$ cat config.mk
export PLATFORM = sky130hd
export DESIGN_NAME = seq_shift_add_multiplier_flat
export DESIGN_NICKNAME = d
export VERILOG_FILES = /design/src/rtl/mult_pkg.sv /design/src/rtl/seq_shift_add_multiplier_if.sv /design/src/rtl/mult_cond_negate.sv /design/src/rtl/seq_shift_add_multiplier.sv /design/src/flat_wrapper.sv
export SDC_FILE = /design/constraint.sdc
export NUM_CORES = 1
export LEC_CHECK = 0
export BUFFER_PORTS_ARGS = -buffer_cell sky130_fd_sc_hd__buf_2
export CAP_MARGIN = 20
export CORE_AREA = 2 2 67 53
export DETAILED_ROUTE_END_ITERATION = 8
export DIE_AREA = 0 0 69 55
export PLACE_DENSITY_LB_ADDON = 0.15
export RECOVER_POWER = 25
export SETUP_SLACK_MARGIN = 0.15
export SYNTH_ARGS = -nofsm -noshare
export SYNTH_HDL_FRONTEND = slang
export SYNTH_SLANG_ARGS = --single-unit
export TNS_END_PERCENT = 100
$ cat constraint.sdc
create_clock -name clk -period 3.1 [get_ports clk]
set_clock_uncertainty 0.15 [all_clocks]
set_input_delay 0.62 -clock clk [delete_from_list [all_inputs] [get_ports clk]]
set_output_delay 0.62 -clock clk [all_outputs]
set_load 0.01 [all_outputs]
$ cat src/rtl/mult_pkg.sv
// Shared types and constants for the sequential shift-add multiplier.
package mult_pkg;

   localparam int DEFAULT_WIDTH = 4;

   typedef enum logic [1:0] {
      IDLE = 2'd0,
      CALC = 2'd1,
      DONE = 2'd2
   } state_t;

   // Ceiling log2, usable in parameter defaults on flows without $clog2.
   function automatic int clog2(input int n);
      int r;
      r = 0;
      while ((1 << r) < n) r++;
      return r;
   endfunction

endpackage

$ cat src/rtl/seq_shift_add_multiplier_if.sv
// Request/result bundle for seq_shift_add_multiplier.
// SEQ_MULT_SIGNED_EN adds the signed_mode request qualifier.
interface seq_shift_add_multiplier_if #(
   parameter int WIDTH = mult_pkg::DEFAULT_WIDTH
);
   logic               start;
   logic [WIDTH-1:0]   a;
   logic [WIDTH-1:0]   b;
   logic               busy;
   logic               done;
   logic [2*WIDTH-1:0] p;
`ifdef SEQ_MULT_SIGNED_EN
   logic               signed_mode;
`endif

   modport master (
      output start,
      output a,
      output b,
`ifdef SEQ_MULT_SIGNED_EN
      output signed_mode,
`endif
      input  busy,
      input  done,
      input  p
   );

   modport slave (
      input  start,
      input  a,
      input  b,
`ifdef SEQ_MULT_SIGNED_EN
      input  signed_mode,
`endif
      output busy,
      output done,
      output p
   );
endinterface

$ cat src/rtl/mult_cond_negate.sv
// WIDTH-generic conditional two's-complement: dout = neg ? -din : din.
module mult_cond_negate #(
   parameter int WIDTH = 4
) (
   input  logic             neg,
   input  logic [WIDTH-1:0] din,
   output logic [WIDTH-1:0] dout
);
   assign dout = neg ? ((~din) + WIDTH'(1)) : din;
endmodule

$ cat src/rtl/seq_shift_add_multiplier.sv
// Multi-cycle shift-add multiplier, one partial product per clock, start/done handshake.
// Define SEQ_MULT_SIGNED_EN for the optional two's-complement mode (signed_mode port).
module seq_shift_add_multiplier
   import mult_pkg::*;
#(
   parameter int WIDTH = DEFAULT_WIDTH,
   parameter int CNT_W = clog2(WIDTH + 1)
) (
   input logic                      clk,
   input logic                      rst_n,
   seq_shift_add_multiplier_if.slave bus
);

   localparam int PW = 2 * WIDTH;

   state_t            state, state_nxt;
   logic [PW-1:0]     acc, mcand, acc_sum, prod_final, p_q;
   logic [WIDTH-1:0]  mplier, a_mag, b_mag;
   logic [CNT_W-1:0]  cnt;
   logic              accept, last_iter;

   assign accept    = bus.start && (state != CALC);
   assign last_iter = (cnt == CNT_W'(WIDTH - 1));
   assign acc_sum   = acc + (mplier[0] ? mcand : '0);

`ifdef SEQ_MULT_SIGNED_EN
   logic a_neg, b_neg, neg_q;

   assign a_neg = bus.signed_mode & bus.a[WIDTH-1];
   assign b_neg = bus.signed_mode & bus.b[WIDTH-1];

   // The most-negative value negates to itself, which read unsigned is its magnitude.
   mult_cond_negate #(.WIDTH(WIDTH)) u_neg_a (.neg(a_neg), .din(bus.a),   .dout(a_mag));
   mult_cond_negate #(.WIDTH(WIDTH)) u_neg_b (.neg(b_neg), .din(bus.b),   .dout(b_mag));
   mult_cond_negate #(.WIDTH(PW))    u_neg_p (.neg(neg_q), .din(acc_sum), .dout(prod_final));

   always_ff @(posedge clk or negedge rst_n) begin
      if (!rst_n)      neg_q <= 1'b0;
      else if (accept) neg_q <= a_neg ^ b_neg;
   end
`else
   assign a_mag      = bus.a;
   assign b_mag      = bus.b;
   assign prod_final = acc_sum;
`endif

   // NOTE: sequential state uses non-blocking assignments so every register samples pre-edge values.
   always_ff @(posedge clk or negedge rst_n) begin
      if (!rst_n) state <= IDLE;
      else        state <= state_nxt;
   end

   // NOTE: default assigned first so no path through the case leaves state_nxt unassigned (no latch).
   always_comb begin
      state_nxt = state;
      unique case (state)
         IDLE: if (bus.start) state_nxt = CALC;
         CALC: if (last_iter) state_nxt = DONE;
         DONE: state_nxt = bus.start ? CALC : IDLE;
         default: state_nxt = IDLE;
      endcase
   end

   // The WIDTH-th partial product is folded directly into the p load.
   always_ff @(posedge clk or negedge rst_n) begin
      if (!rst_n) begin
         acc    <= '0;
         mcand  <= '0;
         mplier <= '0;
         cnt    <= '0;
         p_q    <= '0;
      end else if (accept) begin
         acc    <= '0;
         mcand  <= {{WIDTH{1'b0}}, a_mag};
         mplier <= b_mag;
         cnt    <= '0;
      end else if (state == CALC) begin
         acc    <= acc_sum;
         mcand  <= mcand << 1;
         mplier <= mplier >> 1;
         cnt    <= cnt + 1'b1;
         if (last_iter) p_q <= prod_final;
      end
   end

   assign bus.busy = (state == CALC);
   assign bus.done = (state == DONE);
   assign bus.p    = p_q;

endmodule

$ cat src/flat_wrapper.sv
// flat-port wrapper written by rule: the top's interface ports become plain ports
module seq_shift_add_multiplier_flat import mult_pkg::*;
#(
   parameter int WIDTH = DEFAULT_WIDTH,
   parameter int CNT_W = clog2(WIDTH + 1)
)
  (clk, rst_n, bus_start, bus_a, bus_b, bus_busy, bus_done, bus_p);
  seq_shift_add_multiplier_if #(.WIDTH(WIDTH)) bus_i ();
  input logic clk;
  input logic rst_n;
  input wire logic [$bits(bus_i.start)-1:0] bus_start;
  input wire logic [$bits(bus_i.a)-1:0] bus_a;
  input wire logic [$bits(bus_i.b)-1:0] bus_b;
  output wire logic [$bits(bus_i.busy)-1:0] bus_busy;
  output wire logic [$bits(bus_i.done)-1:0] bus_done;
  output wire logic [$bits(bus_i.p)-1:0] bus_p;
  assign bus_i.start = bus_start;
  assign bus_i.a = bus_a;
  assign bus_i.b = bus_b;
  assign bus_busy = bus_i.busy;
  assign bus_done = bus_i.done;
  assign bus_p = bus_i.p;
  seq_shift_add_multiplier #(.WIDTH(WIDTH), .CNT_W(CNT_W)) u_core (.clk(clk), .rst_n(rst_n), .bus(bus_i));
endmodule
Word-level counts from Yosys, hierarchy flattened:

Cells that the tools add are included.

* register bits: 33
* latch bits: 0
* memory bits (writable): 0
* ROM bits: 0
* bits of input ports: 11
* output and inout bits: 10
* logic and storage cells: 33
* memories kept: 0

* add/sub/neg operators: 2
* multiply operators: 0
* divide/modulo/power cells: 0
* order comparisons: 0
* eq/ne operators: 6
* shifts and indexed selects: 0
* mux-type cells: 13
* bitwise gates (word level): 1
* reductions and logical operators: 5

Operators with widths (number)
* 8-bit two-way mux: 5
* 8-bit adder: 1
* 4-bit two-way mux: 2
* 3-bit two-way mux: 2
* 2-bit case mux with 3 select lines: 1
* 2-bit two-way mux: 2
* 2-bit by 1-bit inequality test with 1-bit output, second input constant: 2
* 3-bit by 1-bit adder with 3-bit output, second input constant: 1
* 3-bit by 2-bit equality test with 1-bit output, second input constant: 1
* 3-bit AND reduction: 1
* 2-bit by 1-bit equality test with 1-bit output, second input constant: 1
* 2-bit equality test, second input constant: 1
* 2-bit zero test: 1
* 2-bit inequality test, second input constant: 1
* 2-bit AND reduction: 1
* 2-bit nonzero test: 1
* 1-bit logical AND: 1
* 1-bit two-way mux: 1
* 1-bit NOT: 1

Longest topological paths before layout:

Gate-level depths: netlist of the first run.

* depth after elaboration: 4
* depth in mapped cells: 9
* mapped depth without buffers: 9

Least setup slack after synthesis of the first run:

No wires, ideal clock.

* path kind: register -> register
* from: register u_core.mplier[0]
* to: register u_core.acc[6]
* setup time: 95 ps
* arrival: 1878 ps
* data required time: 2855 ps
* slack: 977 ps
* stages on the path, launching flop included: 10
* buffers on the path: 0
* period minus slack after synthesis: 2123 ps
* path through: dfrtp_1 > and2_1 > ha_1 > inv_1 > fa_1 > nor2b_4 > o31a_1 > o21a_1 > o21a_1 > o31ai_1

* cells in the longest elaborated chain, start to end: 4

RTL lines
* start, declared: RTL line seq_shift_add_multiplier.sv:18 `logic [WIDTH-1:0] mplier, a_mag, b_mag;`
* start signal, assigned: RTL line seq_shift_add_multiplier.sv:75 `mplier <= b_mag;`
* start signal, assigned: RTL line seq_shift_add_multiplier.sv:80 `mplier <= mplier >> 1;`
* 8-bit two-way mux: RTL line seq_shift_add_multiplier.sv:24 `assign acc_sum = acc + (mplier[0] ? mcand : '0);`
* 8-bit adder: RTL line seq_shift_add_multiplier.sv:24
* 8-bit two-way mux: RTL line seq_shift_add_multiplier.sv:77 `end else if (state == CALC) begin`
* 8-bit two-way mux: RTL line seq_shift_add_multiplier.sv:72 `end else if (accept) begin`
* end signal, assigned: RTL line seq_shift_add_multiplier.sv:78 `acc <= acc_sum;`
* end, declared: RTL line seq_shift_add_multiplier.sv:17 `logic [PW-1:0] acc, mcand, acc_sum, prod_final, p_q;`

No other way between the ends. The select of a mux whose other input is x is not followed.
A chain may end at the register's enable or synchronous reset.

Worst setup path after layout of the first run:

Same ends and word-level chain as after synthesis.

==> results of run 1 <==
cells by family after synthesis:
family	after synthesis	synth area share (%)
adders and majority gates	10	8.01
xor gates and xnor gates	5	2.65
and+or+nand+nor	54	14.7
DFF	33	49.9
buffers and inverters	15	3.70
muxes	10	6.20
AOI/OAI and AO/OA	43	14.8
worst min-delay path: cells and delay by family, from the launching register on:
kind | cells | cell delay, ns
AO/OA/AOI/OAI | 1 | 0.06
flip-flops | 1 | 0.34
AND/OR/NAND/NOR | 1 | 0.04
cells in the final DEF (no fill, tap or decap), types with 5 or more instances in the layout:
| cell type | n |
|---|---|
| nor2_1 | 6 |
| o21ai_0 | 27 |
| clkbuf_8 | 5 |
| and2_1 | 6 |
| buf_2 | 19 |
| mux2i_1 | 8 |
| nand2_1 | 31 |
| dfrtp_1 | 33 |
| inv_1 | 7 |
| nand3_1 | 6 |
| ha_1 | 9 |
final cells by class:
type	instances	area [um2]
timing repair buffer	22	114
sequential	33	826
clock buffer	8	80.1
fill	294	1290
inverter	7	26.3
multi-input combinational	122	768
tap	40	50.0
metal layers:
| layer | track usage [%] | up-vias | part of all wire [%] |
|---|---|---|---|
| met5 | 0 | - | 0 |
| met4 | 6.86 | 0 | 1.3 |
| met3 | 5.07 | 5 | 2.6 |
| met2 | 31.4 | 14 | 48 |
| met1 | 22.9 | 579 | 48 |
| li1 | - | 619 | - |
per-stage QoR:
stage	utilization [%]	power, mW	hold slack [ns]
2_1_floorplan	-	1.16	0.174
3_3_place_gp	56.6	1.31	0.306
3_5_place_dp	56.6	1.35	0.316
4_1_cts	59.2	1.66	0.272
5_1_grt	59.1	1.79	0.359
6_report	59.1	1.64	0.326
state kept, by name (all words and copies together), names as in the netlist:
register	cells
u_core.acc	8
u_core.mcand	8
u_core.state	2
u_core.mplier	4
u_core.bus.p	8
u_core.cnt	3
power by group:
part	internal [mW]	total, mW	switching [mW]
clock	0.159	0.311	0.152
sequential	0.607	0.716	0.109
combinational	0.246	0.618	0.372
total	1.01	1.64	0.633
worst max-delay path by stage:
stage / from / endpoint / slack (ns) / depth (start not counted)
after floorplan: u_core.mplier[0]$_DFFE_PN0P_ / u_core.acc[6]$_DFFE_PN0P_ / 0.98 / 9
after global placement: u_core.mplier[0]$_DFFE_PN0P_ / u_core.acc[6]$_DFFE_PN0P_ / 0.91 / 9
after detailed placement: u_core.mplier[0]$_DFFE_PN0P_ / u_core.acc[6]$_DFFE_PN0P_ / 0.80 / 9
after CTS: u_core.mplier[0]$_DFFE_PN0P_ / u_core.acc[6]$_DFFE_PN0P_ / 0.78 / 9
after global routing: u_core.mplier[0]$_DFFE_PN0P_ / u_core.acc[6]$_DFFE_PN0P_ / 0.68 / 9
final: u_core.mplier[0]$_DFFE_PN0P_ / u_core.acc[6]$_DFFE_PN0P_ / 0.79 / 9
==> impl_metrics.toml, run 1 <==
[worst_hold_path]
min_path_type = "reg -> reg"
min_path_cells = 2
hp-start = "u_core.bus.p[3]$_DFFE_PN0P_"
hold_end = "u_core.bus.p[3]$_DFFE_PN0P_"

[synth]
ys_seq_area_share_pct = 49.9
synth_top_area_share_pct = 49.9
syn-num-nets = 191
avgSynthCellArea_um2 = 9.74
netlist_top_cells_area = "dfrtp_1, o21ai_0, nand2_1, ha_1, mux2i_1"
synth-main-ff-cell = "dfrtp_1"
syn_inst = 170
yosys_register_bits = 33
yosysTopAreaCell = "dfrtp_1"
synth_cell_types = 30
synth-edff-count = 0
synth_common_cells = "dfrtp_1, nand2_1, o21ai_0"
synth-async-reset-ratio_pct = 100
synth_warnings = 0
yosysMostFrequentCell = "dfrtp_1"
synth_area_um2 = 1660

[die]
io_pins = 21
die_h_um = 55
core_um2 = 3150
placementRows = 18
die-area_um2 = 3800
start_util_pct = 52.5
die_width_um = 69

[cts]
numCtsBuffers = 5
post_cts_buffers = 0
cts_hold_repair.buffers = 0
clockRootBuffer = "clkbuf_8"
cts_sinks = 33
cts_buffer_depth = 2
clock_latency_ns = 0.28
cts.clk_slew.worst_paths_ns = 0.07
tritoncts = "built"
postCtsResizedCells = 0
htree_num_levels = 2

[power_and_ir_drop]
power_density_nw_per_um2 = 882
irDropWorstVdd_mv = 0.386
p_leak_nw = 0.927

[critical_path]
critPathMaxStageDelay_ns = 0.45
cp_data_required_time_ns = 3.13
crit_top_cell = "o21a_1"
rr_worst_depth = 9
critPathLaunchType = "flop"
arrival_ns = 2.34
crit_path_end_kind = "flop"
r2r_end = "u_core.acc[6]$_DFFE_PN0P_"
r2r_start = "u_core.mplier[0]$_DFFE_PN0P_"
critPathKind = "reg -> reg"
crit_buf_inv = 1
cp_max_fo = 9
path_cells = "and2_1 > ha_1 > inv_1 > fa_1 > nor2b_4 > o31a_1 > o21a_1 > o21a_1 > o31ai_1"
r2r_slack_ns = 0.79
crit_family = "compound AO/OA/AOI/OAI gates"
crit_slowest_cell = "dfrtp_1"

[grt]
grt_pass1_wl_um = 5230
antenna_found_initial = 0
grt_max_degree = 34
grt-ovfl-total = 0
first_global_vias = 1133
grt_usage_pct = 18.3

[detailed_routing]
drt_iter0_markers = 85
vias_per_cell = 5.25
wirelength_um = 3180
drc = 0
vias = 1217
drtAntennaViolNets = 0
first_pass_iters = 4
routedWlPerCell_um = 13.7

[timing]
slew_headroom_pct = -16.6
tightest_slew_ns = 1.75
finalCritPeriodShare_pct = 74.4
fmax_mhz = 434
fin_setup_tns_ns = 0
rsz0062_at_grt = "no"
finalSetupViolCount = 0
drv_slew = 34
period_needed_ns = 2.31
setup_slack_ns = 0.794
hold_viol_final = 0

[finish]
diodes = 0
nets = 212
fin_cells = 232
design_area_um2 = 1860
area_growth_pct = 12.6
drive_gt1_share_pct = 15.1

[place]
dp_cells = 224
port_buffers = 20
hpwl_um = 2270
place_ws_ns = 0.798
gp_congestion = 0.865
post_dp_cell_area_um2 = 1790

[job]
cap_violations = 1

[outcome]
violations = "max-capacitance violations, max-slew violations"
outcome = "complete, but fails checks"
(Power assumes the default switching activity.)
==> inputs of run 2 (changes only) <==
--- a/config.mk
+++ b/config.mk
@@ -7,9 +7,9 @@
 export LEC_CHECK = 0
 export BUFFER_PORTS_ARGS = -buffer_cell sky130_fd_sc_hd__buf_2
 export CAP_MARGIN = 20
-export CORE_AREA = 2 2 67 53
+export CORE_AREA = 2 2 69 55
 export DETAILED_ROUTE_END_ITERATION = 8
-export DIE_AREA = 0 0 69 55
+export DIE_AREA = 0 0 71 57
 export PLACE_DENSITY_LB_ADDON = 0.15
 export RECOVER_POWER = 25
 export SETUP_SLACK_MARGIN = 0.15
==> constraint.sdc (replaced) <==
create_clock -name clk -period 2.1 [get_ports clk]
set_clock_uncertainty 0.15 [all_clocks]
set_input_delay 0.42 -clock clk [delete_from_list [all_inputs] [get_ports clk]]
set_output_delay 0.42 -clock clk [all_outputs]
set_load 0.01 [all_outputs]
==> impl_metrics.toml, run 2 (same netlist as run 1, synthesis figures left out) <==
[place]
port_buffers = 20
hpwl_um = 2380
gp_congestion = 0.860

[die]
die-area_um2 = 4050
die_width_um = 71
die_h_um = 57
core_um2 = 3450
io_pins = 21
start_util_pct = 48.0
placementRows = 19

[finish]
nets = 223
drive_gt1_share_pct = 26.1
final_common_cell = "dfrtp_1"
diodes = 0
mostFrequentLayoutCells = "dfrtp_1, nand2_1, o21ai_0"
area_growth_pct = 20.9

[cts]
htree_num_levels = 2
cts_hold_repair.buffers = 0
cts_buffer_depth = 2
tritoncts = "built"
clock_latency_ns = 0.29
cts.clk_slew.worst_paths_ns = 0.07
numCtsBuffers = 5
cts_sinks = 33
clockRootBuffer = "clkbuf_8"

[outcome]
outcome = "complete, but fails checks"
violations = "negative setup slack"

[detailed_routing]
routedWlPerCell_um = 13.8
first_pass_iters = 4
drtAntennaViolNets = 0
wirelength_um = 3370
vias = 1263
drt_iter0_markers = 67
drc = 0
vias_per_cell = 5.16

[timing]
fmax_mhz = 465
finalSetupViolCount = 2
period_needed_ns = 2.15
finalCritPeriodShare_pct = 102
hold_viol_final = 0
setup_slack_ns = -0.0496
drv_slew = 0
slew_headroom_pct = 43.3
whs_ns = 0.0775
rsz0062_at_grt = "yes"
fin_setup_tns_ns = -0.0744
tightest_slew_ns = 0.851

[critical_path]
arrival_ns = 2.19
critPathKind = "reg -> reg"
cp_data_required_time_ns = 2.15
path_cells = "buf_4 > and2_1 > ha_1 > o21a_1 > o31a_1 > o21a_1 > o21a_1 > o31ai_1"
critPathMaxStageDelay_ns = 0.41
critPathLaunchType = "flop"
cp_max_fo = 6
crit_slowest_cell = "dfrtp_1"
crit_top_cell = "o21a_1"
crit_path_end_kind = "flop"

[power_and_ir_drop]
switching_power_mw = 1.01
irDropWorstVdd_mv = 0.615
switching_share_pct = 38.7
power_density_nw_per_um2 = 1300
combPwrFrac_pct = 41.5
seq_power_share_pct = 40.6
p_int_mw = 1.59
p_leak_nw = 0.992
clkPwrFrac_pct = 17.9

[grt]
grt-ovfl-total = 0
grt_pass1_wl_um = 5720
antenna_found_initial = 0
first_global_vias = 1261
grt_max_degree = 34
grt_usage_pct = 18.7

[worst_hold_path]
min_path_type = "in -> async"

[job]
cap_violations = 0
## run 2: area by class of cell
cell class                      instances  area, um2
Multi-Input combinational cell        122        816
Sequential cell                        33        826
Timing Repair Buffer                   33        198
Fill cell                             312       1450
Inverter                                7       26.3
Tap cell                               42       52.6
Clock inverter                          2       10.0
Clock buffer                            6       72.6
## run 2: critical path: cells and delay by family, from the launching register on
kind / cells / cell delay [ns]
buffers and inverters: 1 / 0.16
AOI/OAI and AO/OA: 5 / 0.88
DFF: 1 / 0.41
and+or+nand+nor: 1 / 0.14
adders and majority gates: 1 / 0.32
## run 2: timing repair
item,4_1_cts,5_1_grt
pin swaps,6,4
endpoints found under the setup margin,8,10
resized for setup,6,6
setup buffers,1,1
## run 2: metrics by stage
step           setup WS (ns)  power, mW  instance area (um2)  util [%]  cells
2_1_floorplan        0.00726       1.71                 1660         -    170
3_3_place_gp          0.0131       2.02                 1860      54.0    235
3_5_place_dp         -0.0335       2.07                 1860      54.0    235
4_1_cts              -0.0471       2.60                 1980      57.5    244
5_1_grt               -0.156       2.82                 2000      58.0    245
6_report             -0.0496       2.60                 2000      58.0    245
## run 2: final timing paths
check | start | slack (ns) | cells past startpoint | endpoint
setup / recovery | u_core.mplier[0]$_DFFE_PN0P_ | -0.05 | 8 | u_core.acc[6]$_DFFE_PN0P_
hold / removal | rst_n | 0.08 | 1 | u_core.mplier[1]$_DFFE_PN0P_
setup reg to reg | u_core.mplier[0]$_DFFE_PN0P_ | -0.05 | 8 | u_core.acc[6]$_DFFE_PN0P_
hold reg to reg | u_core.bus.p[7]$_DFFE_PN0P_ | 0.33 | 2 | u_core.bus.p[7]$_DFFE_PN0P_
max in group asynchronous | rst_n | 1.19 | 1 | u_core.bus.p[2]$_DFFE_PN0P_
min in group clk | bus_b[3] | 0.23 | 3 | u_core.mplier[3]$_DFFE_PN0P_
## run 2: metal layers
layer / up-vias / track usage [%] / part of all wire [%]
met5: - / 0 / 0
met4: 0 / 9.97 / 2.6
met3: 10 / 5.48 / 4.3
met2: 19 / 27.1 / 43
met1: 590 / 25.6 / 50
li1: 644 / - / -
## run 2: power by group through the flow
stage / clock [mW] / combinational (mW) / sequential, mW
3_5_place_dp: 0 / 1.01 / 1.06
2_1_floorplan: 0 / 0.656 / 1.06
4_1_cts: 0.478 / 1.07 / 1.05
5_1_grt: 0.505 / 1.22 / 1.09
6_report: 0.466 / 1.08 / 1.06
3_3_place_gp: 0 / 0.974 / 1.05
==> inputs of run 3 (changes only) <==
--- a/config.mk
+++ b/config.mk
@@ -5,7 +5,7 @@
 export SDC_FILE = /design/constraint.sdc
 export NUM_CORES = 1
 export LEC_CHECK = 0
-export BUFFER_PORTS_ARGS = -buffer_cell sky130_fd_sc_hd__buf_2
+export BUFFER_PORTS_ARGS = -buffer_cell sky130_fd_sc_hd__clkbuf_2
 export CAP_MARGIN = 20
 export CORE_AREA = 2 2 69 55
 export DETAILED_ROUTE_END_ITERATION = 8
==> constraint.sdc (replaced) <==
create_clock -name clk -period 1.9 [get_ports clk]
set_clock_uncertainty 0.15 [all_clocks]
set_input_delay 0.38 -clock clk [delete_from_list [all_inputs] [get_ports clk]]
set_output_delay 0.38 -clock clk [all_outputs]
set_load 0.01 [all_outputs]
==> impl_metrics.toml, run 3 (same netlist as run 1, synthesis figures left out) <==
[outcome]
outcome = "complete, but fails checks"
violations = "negative setup slack"

[grt]
antenna_found_initial = 0
grt_pass1_wl_um = 6030
grt_usage_pct = 19.9
grt_max_degree = 34
first_global_vias = 1288
grt-ovfl-total = 0

[die]
die_width_um = 71
start_util_pct = 48.0
io_pins = 21
die_h_um = 57
core_um2 = 3450
placementRows = 19
die-area_um2 = 4050

[detailed_routing]
routedWlPerCell_um = 13.9
vias_per_cell = 5.09
vias = 1314
wirelength_um = 3600
first_pass_iters = 4
drtAntennaViolNets = 0
drt_iter0_markers = 42
drc = 0

[finish]
design_area_um2 = 2180
nets = 236
final_common_cell = "dfrtp_1"
fin_cells = 258
area_growth_pct = 31.9
drive_gt1_share_pct = 33.3
diodes = 0
mostFrequentLayoutCells = "dfrtp_1, nand2_1, buf_4"

[cts]
clock_latency_ns = 0.29
numCtsBuffers = 5
tritoncts = "built"
clockRootBuffer = "clkbuf_8"
cts_buffer_depth = 2
cts_sinks = 33
cts.clk_slew.worst_paths_ns = 0.07
htree_num_levels = 2

[power_and_ir_drop]
power_density_nw_per_um2 = 1460
p_leak_nw = 1.07
irDropWorstVdd_mv = 0.800
power_mw = 3.18

[job]
cap_violations = 0

[timing]
period_needed_ns = 2.12
finalSetupViolCount = 10
drv_slew = 0
setup_slack_ns = -0.221
fmax_mhz = 472
whs_ns = 0.196
tightest_slew_ns = 0.829
finalCritPeriodShare_pct = 112
hold_viol_final = 0
rsz0062_at_grt = "yes"
slew_headroom_pct = 44.7

[critical_path]
critPathMaxStageDelay_ns = 0.40
crit_family = "compound AO/OA/AOI/OAI gates"
crit_top_cell = "o21a_1"
crit_slowest_cell = "dfrtp_1"
arrival_ns = 2.17
critPathKind = "reg -> reg"
cp_max_fo = 4
crit_path_end_kind = "flop"
path_cells = "and2_1 > ha_2 > inv_2 > fa_2 > nor2b_4 > o31a_1 > o21a_1 > o21a_1 > o31ai_1"
critPathLaunchType = "flop"
cp_data_required_time_ns = 1.95
r2r_slack_ns = -0.22
crit_buf_inv = 1

[place]
dp_cells = 245
hpwl_um = 2470
place_ws_ns = -0.240
gp_congestion = 0.867
post_dp_cell_area_um2 = 1940
port_buffers = 20

[worst_hold_path]
min_path_type = "in -> reg"
==> run 3: cell count changes in the layout (fill, tap and decap cells not counted), moves of 2 or more <==
cell and change:
a21oi_1 -2, a21oi_2 +2, buf_2 -19, buf_4 +9, buf_6 +2, clkbuf_2 +20, clkbuf_8 +2, ha_1 -3
ha_4 +3, o21ai_0 -5, o21ai_1 +5
==> run 3: worst paths after layout <==
kind,from,end,cells past startpoint
worst min register to register,u_core.bus.p[7]$_DFFE_PN0P_,u_core.bus.p[7]$_DFFE_PN0P_,2
worst max-delay path,u_core.mplier[0]$_DFFE_PN0P_,u_core.acc[6]$_DFFE_PN0P_,9
max in group asynchronous,rst_n,u_core.mplier[1]$_DFFE_PN0P_,3
worst min-delay path,bus_a[0],u_core.mcand[0]$_DFFE_PN0P_,3
min in group asynchronous,rst_n,u_core.bus.p[5]$_DFFE_PN0P_,3
worst max register to register,u_core.mplier[0]$_DFFE_PN0P_,u_core.acc[6]$_DFFE_PN0P_,9
==> run 3: tightest hold or removal path, stage by stage <==
cell and delay, ns:
clkbuf_2 0.08, mux2i_1 0.06, nor2_1 0.08
==> run 3: per-stage QoR <==
stage	TNS, ns	util (%)
2_1_floorplan	-0.467	-
3_3_place_gp	-1.15	56.2
5_1_grt	-2.22	63.3
6_report	-1.07	63.3
3_5_place_dp	-1.33	56.2
4_1_cts	-0.851	61.7
==> run 3: timing repair <==
| item | 4_1_cts | 5_1_grt |
|---|---|---|
| hold buffers | 1 | 0 |
| endpoints found under the setup margin | 12 | 13 |
| hold endpoints to repair | 33 | 0 |
| resized for setup | 17 | 9 |
| buffers inserted | 2 | 2 |
| cloned | 0 | 0 |
| pin swaps | 10 | 10 |
==> run 3: power breakdown <==
part | switching (mW) | internal, mW | leakage [nW]
Combinational | 0.733 | 0.679 | 0.577
Clock | 0.264 | 0.327 | 0.0542
Sequential | 0.188 | 0.989 | 0.435
Total | 1.18 | 2.00 | 1.07
==> run 3: area by class of cell <==
type	count	area, um2
clock buffer	7	96.3
clock inverter	1	5.00
fill	290	1260
inverter	7	26.3
multi-input combinational	122	875
sequential	33	826
tap	42	52.6
timing repair buffer	46	303
==> run 3: routing by layer <==
| layer | vias up | share of wire, % | GRT usage (%) |
|---|---|---|---|
| met5 | - | 0 | 0 |
| met4 | 0 | 0.86 | 5.66 |
| met3 | 4 | 3.6 | 6.89 |
| met2 | 16 | 48 | 30.0 |
| met1 | 628 | 48 | 27.5 |
| li1 | 666 | - | - |
